File: src/rtl/pipe_stage_reg.sv
// Inter-stage pipeline register with stall, flush/bubble insertion (selectively kept fields)
// and saturating stall/bubble performance counters.
module pipe_stage_reg #(
    parameter int unsigned               DATA_W     = 32,
    parameter int unsigned               NUM_FIELDS = 6,
    parameter logic [NUM_FIELDS-1:0]     KEEP_MASK  = '0,
    parameter int unsigned               CNT_W      = 16
) (
    input  logic                         clk_i,
    input  logic                         reset_i,
    input  logic                         stall_i,
    input  logic                         flush_i,
    input  logic                         cnt_clr_i,
    input  logic                         valid_i,
    input  logic [NUM_FIELDS*DATA_W-1:0] data_i,
    output logic                         valid_o,
    output logic [NUM_FIELDS*DATA_W-1:0] data_o,
    output logic [CNT_W-1:0]             stall_cnt_o,
    output logic [CNT_W-1:0]             bubble_cnt_o
);

    localparam int unsigned PAYLOAD_W = NUM_FIELDS * DATA_W;

    logic [PAYLOAD_W-1:0] data_q, data_d;
    logic                 valid_q, valid_d;
    logic [CNT_W-1:0]     stall_cnt_q, stall_cnt_d;
    logic [CNT_W-1:0]     bubble_cnt_q, bubble_cnt_d;
    logic [PAYLOAD_W-1:0] keep_bits;

    // Expand the per-field keep mask to a per-bit mask over the payload.
    always_comb begin
        keep_bits = '0;
        for (int k = 0; k < int'(NUM_FIELDS); k++) begin
            keep_bits[k*DATA_W +: DATA_W] = {DATA_W{KEEP_MASK[k]}};
        end
    end

    always_comb begin
        data_d       = data_q;
        valid_d      = valid_q;
        stall_cnt_d  = stall_cnt_q;
        bubble_cnt_d = bubble_cnt_q;

        if (flush_i) begin
            data_d  = data_i & keep_bits;
            valid_d = 1'b0;
            if (bubble_cnt_q != {CNT_W{1'b1}}) begin
                bubble_cnt_d = bubble_cnt_q + CNT_W'(1);
            end
        end else if (stall_i) begin
            // Only stalls of a real instruction are counted; frozen bubbles are free.
            if (valid_q && (stall_cnt_q != {CNT_W{1'b1}})) begin
                stall_cnt_d = stall_cnt_q + CNT_W'(1);
            end
        end else begin
            data_d  = data_i;
            valid_d = valid_i;
        end

        if (cnt_clr_i) begin
            stall_cnt_d  = '0;
            bubble_cnt_d = '0;
        end
    end

    always_ff @(posedge clk_i or posedge reset_i) begin
        if (reset_i) begin
            data_q       <= '0;
            valid_q      <= 1'b0;
            stall_cnt_q  <= '0;
            bubble_cnt_q <= '0;
        end else begin
            data_q       <= data_d;
            valid_q      <= valid_d;
            stall_cnt_q  <= stall_cnt_d;
            bubble_cnt_q <= bubble_cnt_d;
        end
    end

    assign data_o       = data_q;
    assign valid_o      = valid_q;
    assign stall_cnt_o  = stall_cnt_q;
    assign bubble_cnt_o = bubble_cnt_q;

endmodule
File: config.mk
export PLATFORM = sky130hd
export DESIGN_NAME = pipe_stage_reg
export DESIGN_NICKNAME = d
export VERILOG_FILES = /design/src/rtl/pipe_stage_reg.sv
export SDC_FILE = /design/constraint.sdc
export NUM_CORES = 1
export LEC_CHECK = 0
export ABC_AREA = 1
export CAP_MARGIN = 20
export CORE_AREA = 2 2 164 166
export CTS_BUF_LIST = sky130_fd_sc_hd__clkbuf_4 sky130_fd_sc_hd__clkbuf_8 sky130_fd_sc_hd__clkbuf_16
export DETAILED_ROUTE_END_ITERATION = 10
export DIE_AREA = 0 0 166 168
export GPL_TIMING_DRIVEN = 0
export PLACE_DENSITY = 0.78
export SYNTH_ARGS = -nofsm -noshare
export SYNTH_HDL_FRONTEND = slang
export SYNTH_SLANG_ARGS = --single-unit
File: constraint.sdc
create_clock -name clk_i -period 11.8 [get_ports clk_i]
set_input_delay 2.95 -clock clk_i [delete_from_list [all_inputs] [get_ports clk_i]]
set_output_delay 2.95 -clock clk_i [all_outputs]
set_load 0.03 [all_outputs]
; ---- Word level (Yosys, flattened, before mapping)
; Index checks and enable logic that the tools add are counted.
[classes]
addsub = 2
eq_ne = 4
n_mux = 11
n_reduce_logical = 7
[ops]
columns = cell, count
row1 = 2-to-1 mux 192 bit, 2
row2 = 2-to-1 mux 16 bit, 7
row3 = adder 16 x 1 -> 16 bit (second input constant), 2
row4 = != test 16 bit (second input constant), 2
row5 = nonzero test 2 bit, 4
row6 = != test 2 x 1 -> 1 bit (second input constant), 2
row7 = AND reduction 3 bit, 1
row8 = 2-to-1 mux 1 bit, 2
row9 = AND reduction 2 bit, 1
row10 = logical AND 1 bit, 1
[word_totals]
elab_cells = 28
input_bits = 198
regBits = 225

; ---- Longest topological paths before layout
[logic_depth]
ltp_word = 6
depth_mapped = 11
depth_no_buf = 11

; ---- Least setup slack after synthesis
; No wires, ideal clock.
[synth_path]
path_type = input to register
from = input port stall_i
to = register stall_cnt_q[6], in the netlist stall_cnt_o[6]
setup_slack_ps = 7917
path_stages = 8
arrival_time_ps = 3763
setup_ps = 120
path_buffers = 1
cell_sequence = inv_2 -> nor2_2 -> nand2_1 -> nor2_2 -> buf_6 -> nand3_2 -> nor2_1 -> nor2_1
[synth_via]
elab_chain_len = 2
[synth_lines]
columns = item, line
row1 = "start, declared", 11  ; input logic stall_i,
row2 = nonzero test 2 bit (no source line), --
row3 = AND reduction 3 bit (no source line), --
row4 = "end signal, assigned", 75  ; stall_cnt_q <= stall_cnt_d;
row5 = "end, declared", 26  ; logic [CNT_W-1:0] stall_cnt_q, stall_cnt_d;
; No other way between the ends.
; A chain may end at the register's enable or synchronous reset.

; ---- Worst setup path in the final report
[layout_path]
from = register bubble_cnt_q[2], in the netlist bubble_cnt_o[2]
to = output port bubble_cnt_o[2]
[layout_rtl]
columns = item, line
row1 = "start, declared", 27  ; logic [CNT_W-1:0] bubble_cnt_q, bubble_cnt_d;
row2 = "start signal, assigned", 76  ; bubble_cnt_q <= bubble_cnt_d;
row3 = "end, declared", 19  ; output logic [CNT_W-1:0] bubble_cnt_o
; No word-level cell between the ends.

==> reports/summary.md <==
* critical path cell sequence: clkdlybuf4s50_1
* number of port buffers: 421
* largest net degree at the start of global routing: 120
* routed len/inst: 16.7 µm
* io pins: 423
* leakage power: 7.21 nW
* most used flip-flop cell after synthesis: dfrtp_1
* R2R Setup Slk: 10.03 ns
* number of setup violations in the final report: 0
* HPWL after detailed placement: 23,800 µm
* initial detailed-routing violation count: 576
* Clock transition at path regs: 0.06 ns
* number of nets at the end of the flow: 1,780
* TritonCTS buffer count: 25
* fraction of post-synthesis cell area in the top cell type by area: 58.8%
* Max Fanout on Critical Path: 7
* r2r worst-path depth: 10
* die span in y: 168 µm
* post-synthesis cell area: 0.00957 mm²
* total nets after synthesis: 1,331
* synth-to-layout area growth: 57.5%
* setup repair after global routing missed its margin: false
* maximum clock insertion buffer count: 3
* synth top area cells: dfrtp_1 (59%), nand2_1 (19%), nand3_1 (11%)
* capturing point of the worst reg2reg path: stall_cnt_o[9]
* Final ANT Viol Nets: 0
* Root Buffer Master: clkbuf_16
* list of most frequent post-synthesis cells: nand2_1 (482), dfrtp_1 (225), nand3_1 (217), nor2_1 (50), clkbuf_1 (37)
* Startpoint Class: register
* cell with the largest stage delay on the worst path: clkdlybuf4s50_1
* Die Area: 0.0279 mm²
* hold path start: data_o[8]
* Cell Rows: 60
* vias in the first global route: 9,728
* worst min path class: register to register
* reported max-cap violation count: 0
* detailed-route via count: 9,570
* number of warnings issued by yosys: 0
* total power: 0.00196 W
* CTS-repair resized insts: 0
* Post-CTS Hold Buffers: 0
* Top Family by Delay on Critical Path: buffers and inverters
* outcome: complete, no violations
* pre-CTS setup slack: 6.75 ns
* #FFs+latches synth: 225
* fraction of the yosys area taken by sequential cells: 58.8%
* number of slew-limit violations in the final report: 0
* average via count per standard cell: 4.95
* final critical path time including I/O delays and setup: 4.70 ns
* weighted congestion at the end of routability-driven global placement: 0.856
* fraction of synthesis flops using an asynchronous set or reset pin: 100%
* global-route wire length before repair: 51,200 µm
* clk sinks: 225
* Tot GR Track Use: 22.8%
* data required time of the critical path: 8.85 ns
* final period utilization: 39.8%
* final clock skew: 0.00375 ns
* cell taking the most area after synthesis: dfrtp_1
* EDFF count, synth: 0
* fill cell instance count of the final layout: 2,301
* wire length after detailed routing: 32,400 µm
* insertion delay to the later sink of the worst-skew pair: 0.53 ns
* min setup slack post-route: 7.10 ns
* final hold violations: 0
* most frequently used cell type in the post-synthesis netlist: nand2_1
* die width: 166 µm
* post-synthesis area per instance: 8.46 µm²
* Std-Cell Core Area: 0.0264 mm²
* Post-CTS Setup Bufs: 0
* Layout Utilization: 57.2%
* tightest slew margin relative to the limit: 47.2%
* synthesized netlist cell count: 1,131
* Worst Setup Path Type: register to output pin
* Crit path buffers/inverters: 1
* number of antenna violations at the first check in global routing: 2
* number of cells on the worst hold path: 2
* kind of end point of the critical path: output pin
* fraction of final layout cells sized beyond drive strength 1: 5.27%
* GRT overflow: 0
* total number of H-tree levels: 1
* measured slew at the worst slew-check pin: 0.793 ns
* Worst path max stage delay: 0.74 ns
* DR DRC count: 0
* ratio of total power to cell area: 130 mW/mm²
* highest ir drop seen on vdd: 111 µV
* reg2reg start: stall_cnt_o[0]
* hold path endpoint: data_o[8]
* maximum frequency from static timing analysis: 213 MHz
* Starting Density: 36.3%
* arrival time reported for the critical path endpoint: 1.75 ns
* Unique masters post-synth: 31
* number of iterations in the first detailed-routing pass: 5
* clock tree from TritonCTS: built
[registers in the layout, indices dropped and copies added, names as in the netlist]
signal,count
valid_o,1
data_o,192
bubble_cnt_o,16
stall_cnt_o,16
[per-stage QoR]
| stage | std cells | hold WS [ns] | TNS (ns) | cell area (µm²) |
|---|---|---|---|---|
| CTS | 1934 | 0.471 | 0 | 15100 |
| global placement | 1893 | 0.453 | -61.32 | 14200 |
| global route | 1934 | 0.489 | 0 | 15100 |
| floorplan | 1131 | 0.652 | 0 | 9570 |
| finish | 1935 | 0.467 | 0 | 15100 |
| detailed placement | 1894 | 0.457 | 0 | 14200 |
[cell type report]
cell class,count,area (µm²),share of cell area [%]
diodes,1,2.50,0.0166
clock buffers,37,759,5.04
flip-flops and latches,225,5630,37.3
plain buffers,70,323,2.14
well taps,341,427,2.83
clock inverters,3,68.8,0.456
repair buffers,422,4240,28.1
inverters,31,124,0.821
multi-input cells,805,3500,23.2
[cells in the final DEF, fill, tap and decap left out, drive strengths merged]
cell type,count
nor2,55
buf,34
or2,1
nand3,219
clkdlybuf4s50,421
dfrtp,225
nand4,11
nor3,3
a21oi,5
xor2,5
clkbuf,74
ha,2
nand2,482
diode,1
xnor2,1
nor3b,1
o21bai,3
bufinv,2
inv,32
o21ai,17
[cell families after synthesis]
logic type      synth area share (%)
simple gates                    34.0
flops                           58.8
buf+inv                         4.59
compound gates                  1.74
xor+xnor                       0.549
fa+ha+maj                      0.261
[tightest hold or removal path, delay by kind of cell (launching register included)]
family           cells  cell delay (ns)
and+or+nand+nor      2             0.09
DFF                  1             0.34
[worst max-delay path by stage]
stage | start | to | cells past startpoint
6_report | bubble_cnt_o[2] | bubble_cnt_o[2] | 1
3_5_place_dp | flush_i | data_o[189] | 6
3_3_place_gp | reset_i | data_o[191] | 2
4_1_cts | bubble_cnt_o[2] | bubble_cnt_o[2] | 1
2_1_floorplan | reset_i | bubble_cnt_o[0] | 1
5_1_grt | bubble_cnt_o[2] | bubble_cnt_o[2] | 1
[power by group]
group,switching [W],total (W),internal [W]
clock network,0.000306,0.000789,0.000483
registers,0.0000228,0.000833,0.000810
logic,0.000190,0.000339,0.000149
[layer usage]
metal  GRT usage, %  wire length, µm  vias to the layer above
met1           26.7            12500                     4542
li1               -                -                     4521
met4           9.38             1430                        0
met2           39.5            15700                      416
met3           6.30             2690                       91
met5              0                0                        -
Note: power is estimated with default switching activity, not from simulation.
